### src/rtl/conv_pkg.sv
// rtl/conv_pkg.sv - shared constants and state encoding for the 3x3 window scanner
//
// Purpose : default feature-map geometry, FSM state encoding and patch layout
//           constants used by conv_window_scanner and conv_win_addr.
// Ports   : none (package).
package conv_pkg;

  localparam int CONV_IMG_W  = 28;
  localparam int CONV_IMG_H  = 28;
  localparam int CONV_ADDR_W = 10;

  // Patch layout: pixel index = PATCH_SIDE*col + row, PATCH_PIX pixels total.
  localparam int PATCH_SIDE = 3;
  localparam int PATCH_PIX  = PATCH_SIDE * PATCH_SIDE;

  typedef enum logic [1:0] {
    ST_IDLE    = 2'd0,
    ST_ISSUE   = 2'd1,
    ST_WAIT    = 2'd2,
    ST_PRESENT = 2'd3
  } conv_state_e;

endpackage

### src/rtl/conv_win_addr.sv
// rtl/conv_win_addr.sv - window base tracker producing the nine patch pixel addresses
//
// Purpose : holds the RAM address of the current window's top-left pixel and of
//           the current row start; derives all nine pixel addresses from it.
// Ports   : clk, rst        clock, asynchronous active-high reset
//           init            reload base and row start with BASE (scan start)
//           step            move the window one column right
//           wrap            move the window to column 0 of the next row
//           pixel_addr[9]   window addresses, index PATCH_SIDE*c + r
module conv_win_addr
  import conv_pkg::*;
#(
  parameter int IMG_W  = CONV_IMG_W,
  parameter int ADDR_W = CONV_ADDR_W,
  parameter int BASE   = 0
) (
  input  logic                                 clk,
  input  logic                                 rst,
  input  logic                                 init,
  input  logic                                 step,
  input  logic                                 wrap,
  output logic [PATCH_PIX-1:0][ADDR_W-1:0]     pixel_addr
);

  localparam logic [ADDR_W-1:0] BASE_A = ADDR_W'(BASE);
  localparam logic [ADDR_W-1:0] ROW_A  = ADDR_W'(IMG_W);

  logic [ADDR_W-1:0] base_q, base_d;
  logic [ADDR_W-1:0] row_start_q, row_start_d;

  always_comb begin
    base_d      = base_q;
    row_start_d = row_start_q;
    if (init) begin
      base_d      = BASE_A;
      row_start_d = BASE_A;
    end else if (wrap) begin
      base_d      = row_start_q + ROW_A;
      row_start_d = row_start_q + ROW_A;
    end else if (step) begin
      base_d      = base_q + ADDR_W'(1);
    end
  end

  always_ff @(posedge clk or posedge rst) begin
    if (rst) begin
      base_q      <= BASE_A;
      row_start_q <= BASE_A;
    end else begin
      base_q      <= base_d;
      row_start_q <= row_start_d;
    end
  end

  // Offsets r*IMG_W + c are elaboration-time constants, so each address is a
  // single adder off the base.
  always_comb begin
    pixel_addr = '0;
    for (int c = 0; c < PATCH_SIDE; c++) begin
      for (int r = 0; r < PATCH_SIDE; r++) begin
        pixel_addr[PATCH_SIDE*c + r] = base_q + ADDR_W'(r * IMG_W + c);
      end
    end
  end

endmodule

### src/rtl/conv_window_scanner.sv
// rtl/conv_window_scanner.sv - raster-scan sequencer feeding the 3x3 patch latch
//
// Purpose : scans a 3x3 window over an IMG_W x IMG_H map, requests full or
//           column-shift loads from the patch latch, and hands each patch to
//           the MAC stage with a valid/ready handshake.
// Ports   : clk, rst                 clock, asynchronous active-high reset
//           start / busy / done      scan control and status
//           load, load_full_patch    latch request, full (1) or shift (0) load
//           load_done                latch completion strobe
//           pixel_addr0..8           window addresses, index 3*c + r
//           patch_valid/patch_ready  patch handshake to the MAC stage
//           out_row, out_col         top-left coordinate of the current patch
//           stall_cycles             valid-but-not-ready cycle count
// Option  : CONV_SCAN_STALL_CNT_EN builds the saturating stall counter;
//           otherwise stall_cycles is tied to zero.
module conv_window_scanner
  import conv_pkg::*;
#(
  parameter int IMG_W  = CONV_IMG_W,
  parameter int IMG_H  = CONV_IMG_H,
  parameter int ADDR_W = CONV_ADDR_W,
  parameter int BASE   = 0
) (
  input  logic              clk,
  input  logic              rst,
  input  logic              start,
  output logic              busy,
  output logic              done,
  output logic              load,
  output logic              load_full_patch,
  input  logic              load_done,
  output logic [ADDR_W-1:0] pixel_addr0,
  output logic [ADDR_W-1:0] pixel_addr1,
  output logic [ADDR_W-1:0] pixel_addr2,
  output logic [ADDR_W-1:0] pixel_addr3,
  output logic [ADDR_W-1:0] pixel_addr4,
  output logic [ADDR_W-1:0] pixel_addr5,
  output logic [ADDR_W-1:0] pixel_addr6,
  output logic [ADDR_W-1:0] pixel_addr7,
  output logic [ADDR_W-1:0] pixel_addr8,
  output logic              patch_valid,
  input  logic              patch_ready,
  output logic [7:0]        out_row,
  output logic [7:0]        out_col,
  output logic [15:0]       stall_cycles
);

  localparam logic [1:0] S_IDLE    = ST_IDLE;
  localparam logic [1:0] S_ISSUE   = ST_ISSUE;
  localparam logic [1:0] S_WAIT    = ST_WAIT;
  localparam logic [1:0] S_PRESENT = ST_PRESENT;

  localparam logic [7:0] LAST_COL = 8'(IMG_W - 3);
  localparam logic [7:0] LAST_ROW = 8'(IMG_H - 3);

  logic [1:0] state_q, state_d;
  logic       busy_q, busy_d;
  logic       done_q, done_d;
  logic       load_q, load_d;
  logic       full_q, full_d;
  logic       valid_q, valid_d;
  logic [7:0] row_q, row_d;
  logic [7:0] col_q, col_d;

  logic start_ok, accept, at_last_col, last_patch, step, wrap;
  logic [PATCH_PIX-1:0][ADDR_W-1:0] addr;

  assign start_ok    = (state_q == S_IDLE) && start;
  assign accept      = (state_q == S_PRESENT) && valid_q && patch_ready;
  assign at_last_col = (col_q == LAST_COL);
  assign last_patch  = at_last_col && (row_q == LAST_ROW);
  assign step        = accept && !last_patch && !at_last_col;
  assign wrap        = accept && !last_patch && at_last_col;

  always_comb begin
    state_d = state_q;
    busy_d  = busy_q;
    done_d  = 1'b0;
    load_d  = load_q;
    full_d  = full_q;
    valid_d = valid_q;
    row_d   = row_q;
    col_d   = col_q;
    case (state_q)
      S_IDLE: begin
        if (start) begin
          state_d = S_ISSUE;
          busy_d  = 1'b1;
          full_d  = 1'b1;
          row_d   = 8'd0;
          col_d   = 8'd0;
        end
      end
      S_ISSUE: begin
        load_d  = 1'b1;
        state_d = S_WAIT;
      end
      S_WAIT: begin
        // Dropping load on the same edge lets the latch see load&&load_done
        // exactly once and retire its strobe.
        if (load_done) begin
          load_d  = 1'b0;
          valid_d = 1'b1;
          state_d = S_PRESENT;
        end
      end
      S_PRESENT: begin
        if (accept) begin
          valid_d = 1'b0;
          if (last_patch) begin
            state_d = S_IDLE;
            busy_d  = 1'b0;
            done_d  = 1'b1;
          end else begin
            state_d = S_ISSUE;
            if (at_last_col) begin
              col_d  = 8'd0;
              row_d  = row_q + 8'd1;
              full_d = 1'b1;
            end else begin
              col_d  = col_q + 8'd1;
              full_d = 1'b0;
            end
          end
        end
      end
      default: state_d = S_IDLE;
    endcase
  end

  always_ff @(posedge clk or posedge rst) begin
    if (rst) begin
      state_q <= S_IDLE;
      busy_q  <= 1'b0;
      done_q  <= 1'b0;
      load_q  <= 1'b0;
      full_q  <= 1'b0;
      valid_q <= 1'b0;
      row_q   <= 8'd0;
      col_q   <= 8'd0;
    end else begin
      state_q <= state_d;
      busy_q  <= busy_d;
      done_q  <= done_d;
      load_q  <= load_d;
      full_q  <= full_d;
      valid_q <= valid_d;
      row_q   <= row_d;
      col_q   <= col_d;
    end
  end

  conv_win_addr #(
    .IMG_W (IMG_W),
    .ADDR_W(ADDR_W),
    .BASE  (BASE)
  ) u_addr (
    .clk       (clk),
    .rst       (rst),
    .init      (start_ok),
    .step      (step),
    .wrap      (wrap),
    .pixel_addr(addr)
  );

`ifdef CONV_SCAN_STALL_CNT_EN
  logic [15:0] stall_q, stall_d;

  always_comb begin
    stall_d = stall_q;
    if (start_ok) begin
      stall_d = 16'd0;
    end else if (valid_q && !patch_ready && (stall_q != 16'hFFFF)) begin
      stall_d = stall_q + 16'd1;
    end
  end

  always_ff @(posedge clk or posedge rst) begin
    if (rst) stall_q <= 16'd0;
    else     stall_q <= stall_d;
  end

  assign stall_cycles = stall_q;
`else
  assign stall_cycles = 16'd0;
`endif

  assign busy            = busy_q;
  assign done            = done_q;
  assign load            = load_q;
  assign load_full_patch = full_q;
  assign patch_valid     = valid_q;
  assign out_row         = row_q;
  assign out_col         = col_q;

  // Addresses are only meaningful during a scan; outside it they read as zero
  // so every output is quiet after reset.
  assign pixel_addr0 = busy_q ? addr[0] : '0;
  assign pixel_addr1 = busy_q ? addr[1] : '0;
  assign pixel_addr2 = busy_q ? addr[2] : '0;
  assign pixel_addr3 = busy_q ? addr[3] : '0;
  assign pixel_addr4 = busy_q ? addr[4] : '0;
  assign pixel_addr5 = busy_q ? addr[5] : '0;
  assign pixel_addr6 = busy_q ? addr[6] : '0;
  assign pixel_addr7 = busy_q ? addr[7] : '0;
  assign pixel_addr8 = busy_q ? addr[8] : '0;

endmodule

### config.mk
export PLATFORM = sky130hd
export DESIGN_NAME = conv_window_scanner
export DESIGN_NICKNAME = d
export VERILOG_FILES = /design/src/rtl/conv_pkg.sv /design/src/rtl/conv_win_addr.sv /design/src/rtl/conv_window_scanner.sv
export SDC_FILE = /design/constraint.sdc
export NUM_CORES = 1
export LEC_CHECK = 0
export ABC_AREA = 0
export CAP_MARGIN = 20
export CORE_UTILIZATION = 48
export CTS_BUF_LIST = sky130_fd_sc_hd__clkbuf_2
export DETAILED_ROUTE_END_ITERATION = 12
export PLACE_DENSITY = 0.84
export SYNTH_ARGS = -nofsm -noshare
export SYNTH_HDL_FRONTEND = slang
export SYNTH_SLANG_ARGS = --single-unit
### constraint.sdc
create_clock -name clk -period 2.4 [get_ports clk]
set_input_delay 0.36 -clock clk [delete_from_list [all_inputs] [get_ports clk]]
set_output_delay 0.36 -clock clk [all_outputs]
set_load 0.005 [all_outputs]
==> flow_summary.yaml <==
run_status:
  status: "finished, violations left"
  failed_checks: "setup timing"
clocking:
  clkTransAtPathRegs_ps: 200
  cts_hold_buf: 0
  tritoncts: "yes"
  root_buffer: "clkbuf_2"
  numCtsBuffers: 5
  htree_levels: 2
  clock_path_buffers: 2
  clock_latency_ps: 390
  cts_sinks: 41
synth:
  synth_top_area_cell: "dfrtp_1"
  synthAdderAreaFrac_pct: 7.11
  synthCells: 521
  synth_cell_type_count: 43
  synth_area_leaders: "dfrtp_1, xnor2_1, nor2_1"
  synth_top_area_share_pct: 26.5
  synthFlopType: "dfrtp_1"
  yosysSeqAreaShare_pct: 26.5
  synth_xor_area_share_pct: 12.2
  synth.avg_cell_area_sq_um: 7.43
  synth-async-reset-ratio_pct: 100
  yosys_warnings: 0
  synth_edf_count: 0
  synth_mux_area_share_pct: 0.258
  synth_compound_area_share_pct: 15.3
  ys_ff_latch: 41
  synth_area_sq_um: 3870
  yosys.area_share.simple_pct: 26.9
  synth_top_family_by_area: "simple AND/OR/NAND/NOR gates"
die:
  io_pins: 132
  die_x_um: 91.8
  fp.coreArea_sq_um: 7770
  die_height_um: 91.8
  rows: 32
  initial_core_util_pct: 49.9
  die_area_sq_um: 8430
global_route:
  track_usage_pct: 29.3
  grt_antenna_before_repair: 0
  grt_max_degree: 42
  grt_first_pass_wirelength_mm: 20.1
  grt_pass1_vias: 4138
  globalRouteOverflowTotal: 0
power_and_ir_drop:
  intPower_mw: 1.94
  power_leakage_nw: 2.67
  ir_drop_uv: 556
  switchingPower_mw: 1.40
  powerDensity_nw_per_um2: 565
  switching_share_pct: 41.8
  pwr-share-clk_pct: 8.7
  seq_power_share_pct: 27.8
  power.share.combinational_pct: 63.6
worst_setup_path:
  crit_chain: "buf_6, buf_4, ha_4, nand2_2, or3_1, a21oi_1, clkdlybuf4s15_2"
  critPathMaxFanout: 5
  critPathLaunchType: "flop"
  cpMaxStageDelayCell: "dfrtp_1"
  endpoint_kind: "primary output"
  required_ps: 2040
  crit_type: "reg2out"
  slowest_delay_ps: 460
  arrival_ps: 2180
drt:
  drc: 0
  final_antenna_net_count: 0
  num_vias: 4457
  drt-pass1-iter-count: 5
  wirelength_mm: 13.8
  vias_per_cell: 5.71
  routedWlPerCell_um: 17.6
  drt-initial-drc-count: 327
placed_design:
  dp_slack_ps: -72.8
  place_congestion: 0.887
  placed_cell_area_sq_um: 5230
  port_buffers: 115
  place_hpwl_mm: 8.35
final_layout:
  postLayoutCoreUtil_pct: 76.0
  seq_area_sq_um: 1030
  drive_gt1_share_pct: 29.2
  syn_to_final_growth_pct: 52.3
  antenna_cells: 0
  fillers: 507
  multi_input_area_sq_um: 2870
  fin_nets: 705
  stdcell_area_sq_um: 5900
timing:
  fin_hold_ws_ps: 368
  layout_setup_ws_ps: -139
  rsz0062_at_grt: "yes"
  final.min_clock_period_ps: 2540
  fin_skew_ps: 13.3
  tightestPinTransition_ps: 755
  max_freq_mhz: 394
  finalHoldViolations: 0
  max_slew_margin_pct: 49.0
  drv_slew: 0
  post-route-period-util_pct: 106
  finalSetupViolCount: 16
hold_path:
  hp-class: "in2async"
job:
  maxCapViolations: 0
-- what timing repair did --
action                     in CTS  in global routing
gates resized for setup       172                 92
setup buffers                  19                 17
cloned                          0                  0
setup endpoints to repair      53                 55
pin swaps                      26                 29
-- registers in the layout (all words and copies together), names as in the netlist, 2 cells and up --
| signal | flops |
|---|---|
| out_col | 8 |
| out_row | 8 |
| state_q | 2 |
| u_addr.base_q | 10 |
| u_addr.row_start_q | 8 |
-- power groups by stage --
stage	sequential [mW]	combinational [mW]	clock, mW
2_1_floorplan	0.921	1.05	0
3_3_place_gp	0.913	1.89	0
3_5_place_dp	0.924	1.93	0
4_1_cts	0.919	2.01	0.295
5_1_grt	0.940	2.29	0.317
6_report	0.926	2.12	0.289
-- per-stage QoR --
step	TNS (ps)	total power, mW	instances
floorplan	0	1.97	536
global placement	0	2.80	740
detailed placement	-195	2.86	740
CTS	-216	3.22	767
global route	-2990	3.55	781
finish	-1130	3.34	781
-- worst max-delay path: cells and delay by family, from the launching register on --
kind,cells,cell delay (ps)
AOI/OAI and AO/OA,1,180
and+or+nand+nor,2,440
adders and majority gates,1,170
buffers and inverters,3,540
DFF,1,460
-- final cells by class --
cell class,instances,area share (%)
Multi-Input combinational cell,409,48.7
Clock inverter,3,0.212
Clock buffer,5,0.424
Inverter,21,1.38
Tap cell,102,2.16
Sequential cell,41,17.5
Timing Repair Buffer,200,29.7
-- cells by family (layout without fill, tap and decap cells) --
group,Yosys count,after routing
compound gates,98,98
xor+xnor,54,54
fa+ha+maj,22,22
buf+inv,86,229
flops,41,41
mux,1,1
other cells,1,16
simple gates,218,218
-- Yosys cell counts, types with 8 or more instances --
library cell	count
nor2_1	76
buf_4	33
a32o_1	8
nand2_1	48
xor2_1	20
a21oi_1	32
and2_1	12
dfrtp_1	41
xnor2_1	34
inv_1	19
ha_1	22
nand3_1	20
nand4_1	14
clkbuf_1	27
or3_1	12
o21ai_0	33
-- metal layers --
layer	GRT usage, %	up-vias	part of all wire, %
li1	-	2030	-
met4	14.6	0	5.3
met5	0	-	0
met1	33.2	2086	38
met3	4.23	59	7.1
met2	53.6	282	50
-- cell usage in the layout, fill, tap and decap left out, drive strengths merged, types with 3 or more instances in the layout --
cell           instances
nor4                   8
dfrtp                 41
buf                  101
inv                   20
a21boi                 3
or4                    4
ha                    22
a32o                   8
o21ai                 33
or3                   12
dlygate4sd2           23
o31ai                  5
o21a                   3
xor2                  20
clkdlybuf4s50         58
nor2b                  6
clkdlybuf4s15          3
nand4                 14
xnor2                 34
o22ai                  3
and2                  12
nor3                   7
clkbuf                16
nand2b                 6
nand2                 48
a21oi                 32
nor2                  76
dlymetal6s2s           4
clkinv                 4
conb                  16
nand3                 20
-- worst paths after layout --
check,slack (ps),start,end,depth (start not counted)
setup / recovery,-140,u_addr.base_q[2]$_DFFE_PP0P_,pixel_addr6[9],7
hold / removal,370,rst,done$_DFF_PP0_,3
setup reg to reg,200,out_row[1]$_DFFE_PP0P_,u_addr.base_q[4]$_DFFE_PP0P_,8
hold reg to reg,580,load_full_patch$_DFFE_PP0P_,load_full_patch$_DFFE_PP0P_,2
max in group asynchronous,1660,rst,u_addr.base_q[6]$_DFFE_PP0P_,3
min in group clk,570,load_done,load$_DFFE_PP0P_,2
No activity file was read; power rests on OpenSTA's default activity.
